===== config.mk =====
export PLATFORM = sky130hd
export DESIGN_NAME = abs_accumulator
export DESIGN_NICKNAME = d
export VERILOG_FILES = /design/src/rtl/abs_accumulator.sv
export SDC_FILE = /design/constraint.sdc
export NUM_CORES = 1
export LEC_CHECK = 0
export ABC_CLOCK_PERIOD_IN_PS = 5500
export CORE_MARGIN = 3
export CORE_UTILIZATION = 40
export DETAILED_ROUTE_END_ITERATION = 16
export PLACE_DENSITY_LB_ADDON = 0.25
export REMOVE_ABC_BUFFERS = 1
export SKIP_LAST_GASP = 1
export SYNTH_ARGS = -nofsm -noshare
export SYNTH_HDL_FRONTEND = slang
export SYNTH_SLANG_ARGS = --single-unit

===== constraint.sdc =====
create_clock -name clk -period 5.5 [get_ports clk]
set_input_delay 1.65 -clock clk [delete_from_list [all_inputs] [get_ports clk]]
set_output_delay 1.65 -clock clk [all_outputs]
set_load 0.005 [all_outputs]

===== src/rtl/abs_accumulator.sv =====
// abs_accumulator
//   Sums |x| over N_ITER accepted samples into an ACC_W-bit accumulator,
//   using a start/done handshake and a per-cycle sample enable.
//   Configuration macro: ABS_ACC_SAT_EN. When it is defined, a carry-out
//   saturates y to all-ones. When it is undefined, y wraps. In both builds
//   a carry-out sets the sticky overflow flag.
// Ports:
//   clk      rising-edge clock
//   rst      synchronous active-high reset
//   start    begin a run (honoured in IDLE or DONE only)
//   en       sample valid during RUN
//   x        DATA_W two's-complement sample
//   y        ACC_W registered accumulator / result
//   busy     high while in RUN
//   done     one-cycle pulse after the last sample is accepted
//   overflow sticky carry-out flag, cleared by an accepted start or rst
module abs_accumulator #(
  parameter int DATA_W = 32,
  parameter int ACC_W  = 32,
  parameter int N_ITER = 99
) (
  input  logic              clk,
  input  logic              rst,
  input  logic              start,
  input  logic              en,
  input  logic [DATA_W-1:0] x,
  output logic [ACC_W-1:0]  y,
  output logic              busy,
  output logic              done,
  output logic              overflow
);

  localparam int CNT_W = $clog2(N_ITER + 1);
  localparam int SUM_W = ACC_W + 1;

  typedef enum logic [1:0] {IDLE, RUN, DONE} state_t;

  state_t            state, state_nxt;
  logic [CNT_W-1:0]  cnt;
  logic [DATA_W-1:0] mag;
  logic [SUM_W-1:0]  sum;
  logic              accept, last, clear;

  // Negation is done at DATA_W bits and the result is treated as unsigned.
  // For the most-negative input this gives exactly 2^(DATA_W-1).
  assign mag    = x[DATA_W-1] ? (~x + DATA_W'(1)) : x;
  assign sum    = {1'b0, y} + SUM_W'(mag);
  assign accept = (state == RUN) && en;
  assign last   = (cnt == CNT_W'(N_ITER - 1));
  assign clear  = start && ((state == IDLE) || (state == DONE));

  always_comb begin
    state_nxt = state;
    busy      = 1'b0;
    done      = 1'b0;
    case (state)
      IDLE: if (start) state_nxt = RUN;
      RUN: begin
        busy = 1'b1;
        if (accept && last) state_nxt = DONE;
      end
      DONE: begin
        done      = 1'b1;
        state_nxt = start ? RUN : IDLE;
      end
      default: state_nxt = IDLE;
    endcase
  end

  always_ff @(posedge clk) begin
    if (rst) begin
      state    <= IDLE;
      y        <= '0;
      cnt      <= '0;
      overflow <= 1'b0;
    end else begin
      state <= state_nxt;
      if (clear) begin
        y        <= '0;
        cnt      <= '0;
        overflow <= 1'b0;
      end else if (accept) begin
        cnt <= cnt + CNT_W'(1);
        if (sum[ACC_W]) overflow <= 1'b1;
`ifdef ABS_ACC_SAT_EN
        // Once y is pinned at all-ones, any further non-zero add carries
        // again, so y stays saturated for the rest of the run.
        y <= sum[ACC_W] ? '1 : sum[ACC_W-1:0];
`else
        y <= sum[ACC_W-1:0];
`endif
      end
    end
  end

endmodule


==> results by group, run 1 <==
GRT
  • Initial antenna violation count: 0
  • Total grt overflow: 0
  • Largest net degree at the start of global routing: 30
  • First-pass GRT wire length: 19.3 mm
  • Total global-route track usage: 21.1%
  • Vias in the first global route: 4004

Critical path
  • R2R setup slack: 2.69 ns
  • CP Capture Type: flop
  • Reg2Reg Depth: 10
  • Slowest cell on the critical path: or4_4
  • Cell mode on critical path: or3_4
  • Worst reg2reg startpoint: y[0]$_SDFFE_PP0P_
  • Crit Path Category: in -> reg
  • RR Endpoint: y[18]$_SDFFE_PP0P_
  • CP Data Required Time: 5.71 ns
  • Cells along the critical path: dlymetal6s2s_1, or4_4, or3_4, or3_4, or3_4, or3_4, o31ai_4, xnor2_1, ha_1, and3_4, nand4_1, a21oi_2, a211oi_2, xnor2_1, a22o_1
  • CP startpoint kind: input port
  • Crit Path Max Fanout: 4
  • Peak per-stage delay on the critical path: 0.54 ns
  • Critical path data arrival time: 5.50 ns

Detailed routing
  • Via count: 4237
  • First-pass DRT Iterations: 5
  • Post-route DRC violation count: 0
  • Routed WL per cell: 15.3 um
  • Drt initial violations: 251
  • Avg Vias per Cell: 5.51
  • Final WL: 11.7 mm
  • Number of nets with antenna violations after routing: 0

Clock tree
  • H-Tree Depth: 2
  • CTS Buf Count: 5
  • Worst skew pair latency: 0.31 ns
  • Cts hold-fix bufs: 0
  • Root Driver: clkbuf_8
  • CTS Buffer Depth: 2
  • Number of clock sinks: 42
  • CTS tree: done
  • Clock slew at reported path FFs: 0.09 ns

Logic synthesis
  • Post-synth EDFFs: 0
  • YS warnings: 0
  • Synth cell types: 60
  • Area share of the largest cell type after synthesis: 21.8%
  • Post-synth top area cell: dfxtp_1
  • Syn avg cell area: 7.74 um^2
  • Post-synthesis sequential area ratio: 21.8%
  • Post-Syn Area: 0.00386 mm^2
  • Top FF cell, synth: dfxtp_1
  • Synth Register Bits: 42
  • FFs w/ async S/R, synth: 0%
  • Cells after Synth: 499
  • Top post-synthesis cells by area: dfxtp_1 22%, ha_1 11%, xnor2_1 11%

Floorplanning
  • Die Area: 0.0109 mm^2
  • Core area: 0.00933 mm^2
  • Die width: 104 um
  • Die height: 104 um
  • # IOs: 71
  • Row cnt: 35
  • Starting density of the core: 41.4%

STA
  • Normalized max-slew margin: 62.9%
  • Clk_skew: 0.0111 ns
  • RSZ-0062 raised after global routing: no
  • Fin crit share: 96.3%
  • Hold Worst Slack: 0.488 ns
  • Endpoints failing setup: 0
  • Post-route minimum period: 5.30 ns
  • Final Hold Viols: 0
  • Final Max Tran Viols: 0
  • Fmax: 189 MHz
  • Worst-Margin Slew: 0.556 ns

Placed design
  • Dpl hpwl: 8.85 mm
  • Final GP Congestion: 0.880
  • Buffers added on ports: 70
  • Placed instance count: 756
  • Area after DPL: 0.00523 mm^2

Worst hold path
  • Worst Hold Path EP: y[20]$_SDFFE_PP0P_
  • Min-delay src: y[20]$_SDFFE_PP0P_
  • Hold path cells: 2
  • Hold WC Path Type: reg -> reg

Final layout
  • Area delta synth->final: 41.8%
  • Final instance area: 0.00547 mm^2
  • Fin nets: 711
  • Share of cells above drive strength 1: 18.4%
  • Post-Layout Cell Count: 769
  • N_diodes: 0

Run
  • Max-cap violations: 0

Power and ir drop
  • Pwr dens: 167 mW/mm^2
  • Leakage: 2.31 nW
  • Maximum VDD drop: 0.0890 mV

Outcome
  • Status: finished clean
==> worst max path at each step <==
stage          start                 end  slack [ns]  cells after the start
2_1_floorplan  x[13]  y[30]$_SDFFE_PP0P_        0.15                     14
3_3_place_gp   x[13]  y[30]$_SDFFE_PP0P_       -0.33                     15
3_5_place_dp   x[13]  y[31]$_SDFFE_PP0P_       -0.38                     16
4_1_cts        x[13]  y[30]$_SDFFE_PP0P_      0.0005                     15
5_1_grt         x[5]  y[30]$_SDFFE_PP0P_        0.03                     16
6_report       x[10]  y[31]$_SDFFE_PP0P_        0.20                     15
==> layer usage <==
metal	vias up	GRT usage (%)	part of all wire [%]
met3	19	2.92	4.6
met4	0	6.55	2.0
li1	2119	-	-
met1	1985	28.5	47
met2	114	35.0	46
met5	-	0	0
==> state kept, by name, indices dropped and copies added, names as in the netlist <==
| register | flops |
|---|---|
| cnt | 7 |
| y | 32 |
| state | 2 |
| overflow | 1 |
==> Yosys cell counts, types with 3 or more instances <==
| master | count |
|---|---|
| a211oi_1 | 5 |
| a21oi_1 | 48 |
| o21bai_1 | 6 |
| nor3_1 | 7 |
| inv_1 | 9 |
| nand3_1 | 13 |
| and2_1 | 3 |
| or3_1 | 3 |
| or4_1 | 4 |
| o41ai_1 | 4 |
| o21a_1 | 6 |
| dfxtp_1 | 42 |
| o21ai_0 | 28 |
| clkbuf_1 | 18 |
| o31ai_1 | 9 |
| or3_4 | 4 |
| and4_1 | 3 |
| nand2b_1 | 4 |
| a31oi_1 | 4 |
| mux2i_1 | 3 |
| a22o_1 | 11 |
| nand2_1 | 66 |
| nand3b_1 | 5 |
| nor2b_1 | 5 |
| nand4_1 | 10 |
| and3_1 | 7 |
| ha_1 | 35 |
| a21o_1 | 15 |
| nor2_1 | 32 |
| xnor2_1 | 47 |
| xor2_1 | 9 |
==> stage by stage <==
stage | setup WS [ns] | util [%] | total power, mW | TNS (ns)
floorplan | 0.146 | - | 0.520 | 0
global placement | -0.331 | 56.1 | 0.672 | -2.17
detailed placement | -0.384 | 56.1 | 0.678 | -2.80
CTS | 0.000534 | 57.3 | 0.907 | 0
global route | 0.0273 | 58.7 | 0.971 | 0
finish | 0.205 | 58.7 | 0.913 | 0
==> layout make-up <==
class | count | area, um^2
clock buffer | 5 | 68.8
clock inverter | 3 | 25.0
fill | 884 | 3850
inverter | 9 | 33.8
multi-input combinational | 428 | 3010
sequential | 42 | 841
tap | 129 | 161
timing repair buffer | 153 | 1340
==> layout by cell type, fill, tap and decap left out, types with 3 or more instances in the layout <==
cell,count
buf_4,82
clkdlybuf4s50_1,66
nand2_1,65
xnor2_1,47
a21oi_1,47
dfxtp_1,42
ha_1,34
nor2_1,31
o21ai_0,24
a21o_1,15
nand3_1,13
a22o_1,11
nand4_1,10
xor2_1,9
inv_1,9
o31ai_1,7
or3_4,6
o21a_1,6
and3_1,6
o21bai_1,6
nor2b_1,5
nand3b_1,5
nor3_1,5
clkbuf_8,5
a211oi_1,4
or4_1,4
nand2b_1,4
o21ai_1,4
a31oi_1,4
dlymetal6s2s_1,4
and2_1,3
mux2i_1,3
and4_1,3
==> critical path, delay by kind of cell <==
kind,cells,cell delay (ns)
xor+xnor,2,0.19
compound gates,4,0.66
simple gates,7,2.49
fa+ha+maj,1,0.36
buf+inv,1,0.13
==> repair_timing <==
action	4_1_cts	5_1_grt
endpoints found under the setup margin	2	11
buffers inserted	0	5
resized for setup	3	26
pin swaps	0	16
==> logic make-up (layout without fill, tap and decap cells) <==
| logic type | after synthesis | count (layout) | share of synthesized area, % |
|---|---|---|---|
| mux | 3 | 3 | 0.778 |
| flops | 42 | 42 | 21.8 |
| buf+inv | 29 | 170 | 2.82 |
| fa+ha+maj | 36 | 36 | 11.9 |
| xor+xnor | 56 | 56 | 12.7 |
| compound gates | 159 | 159 | 27.5 |
| simple gates | 174 | 174 | 22.5 |
==> report_power, final <==
group / switching [mW] / total [mW] / internal [mW]
clock network: 0.133 / 0.225 / 0.0921
logic: 0.182 / 0.367 / 0.185
registers: 0.00823 / 0.321 / 0.313
No activity file was read; power rests on OpenSTA's default activity.
==> run 2, diff against run 1 <==
- TNS_END_PERCENT: default -> 10
==> results of run 2 <==
No change in the layout: final DEF, timing and power equal those of run 1.
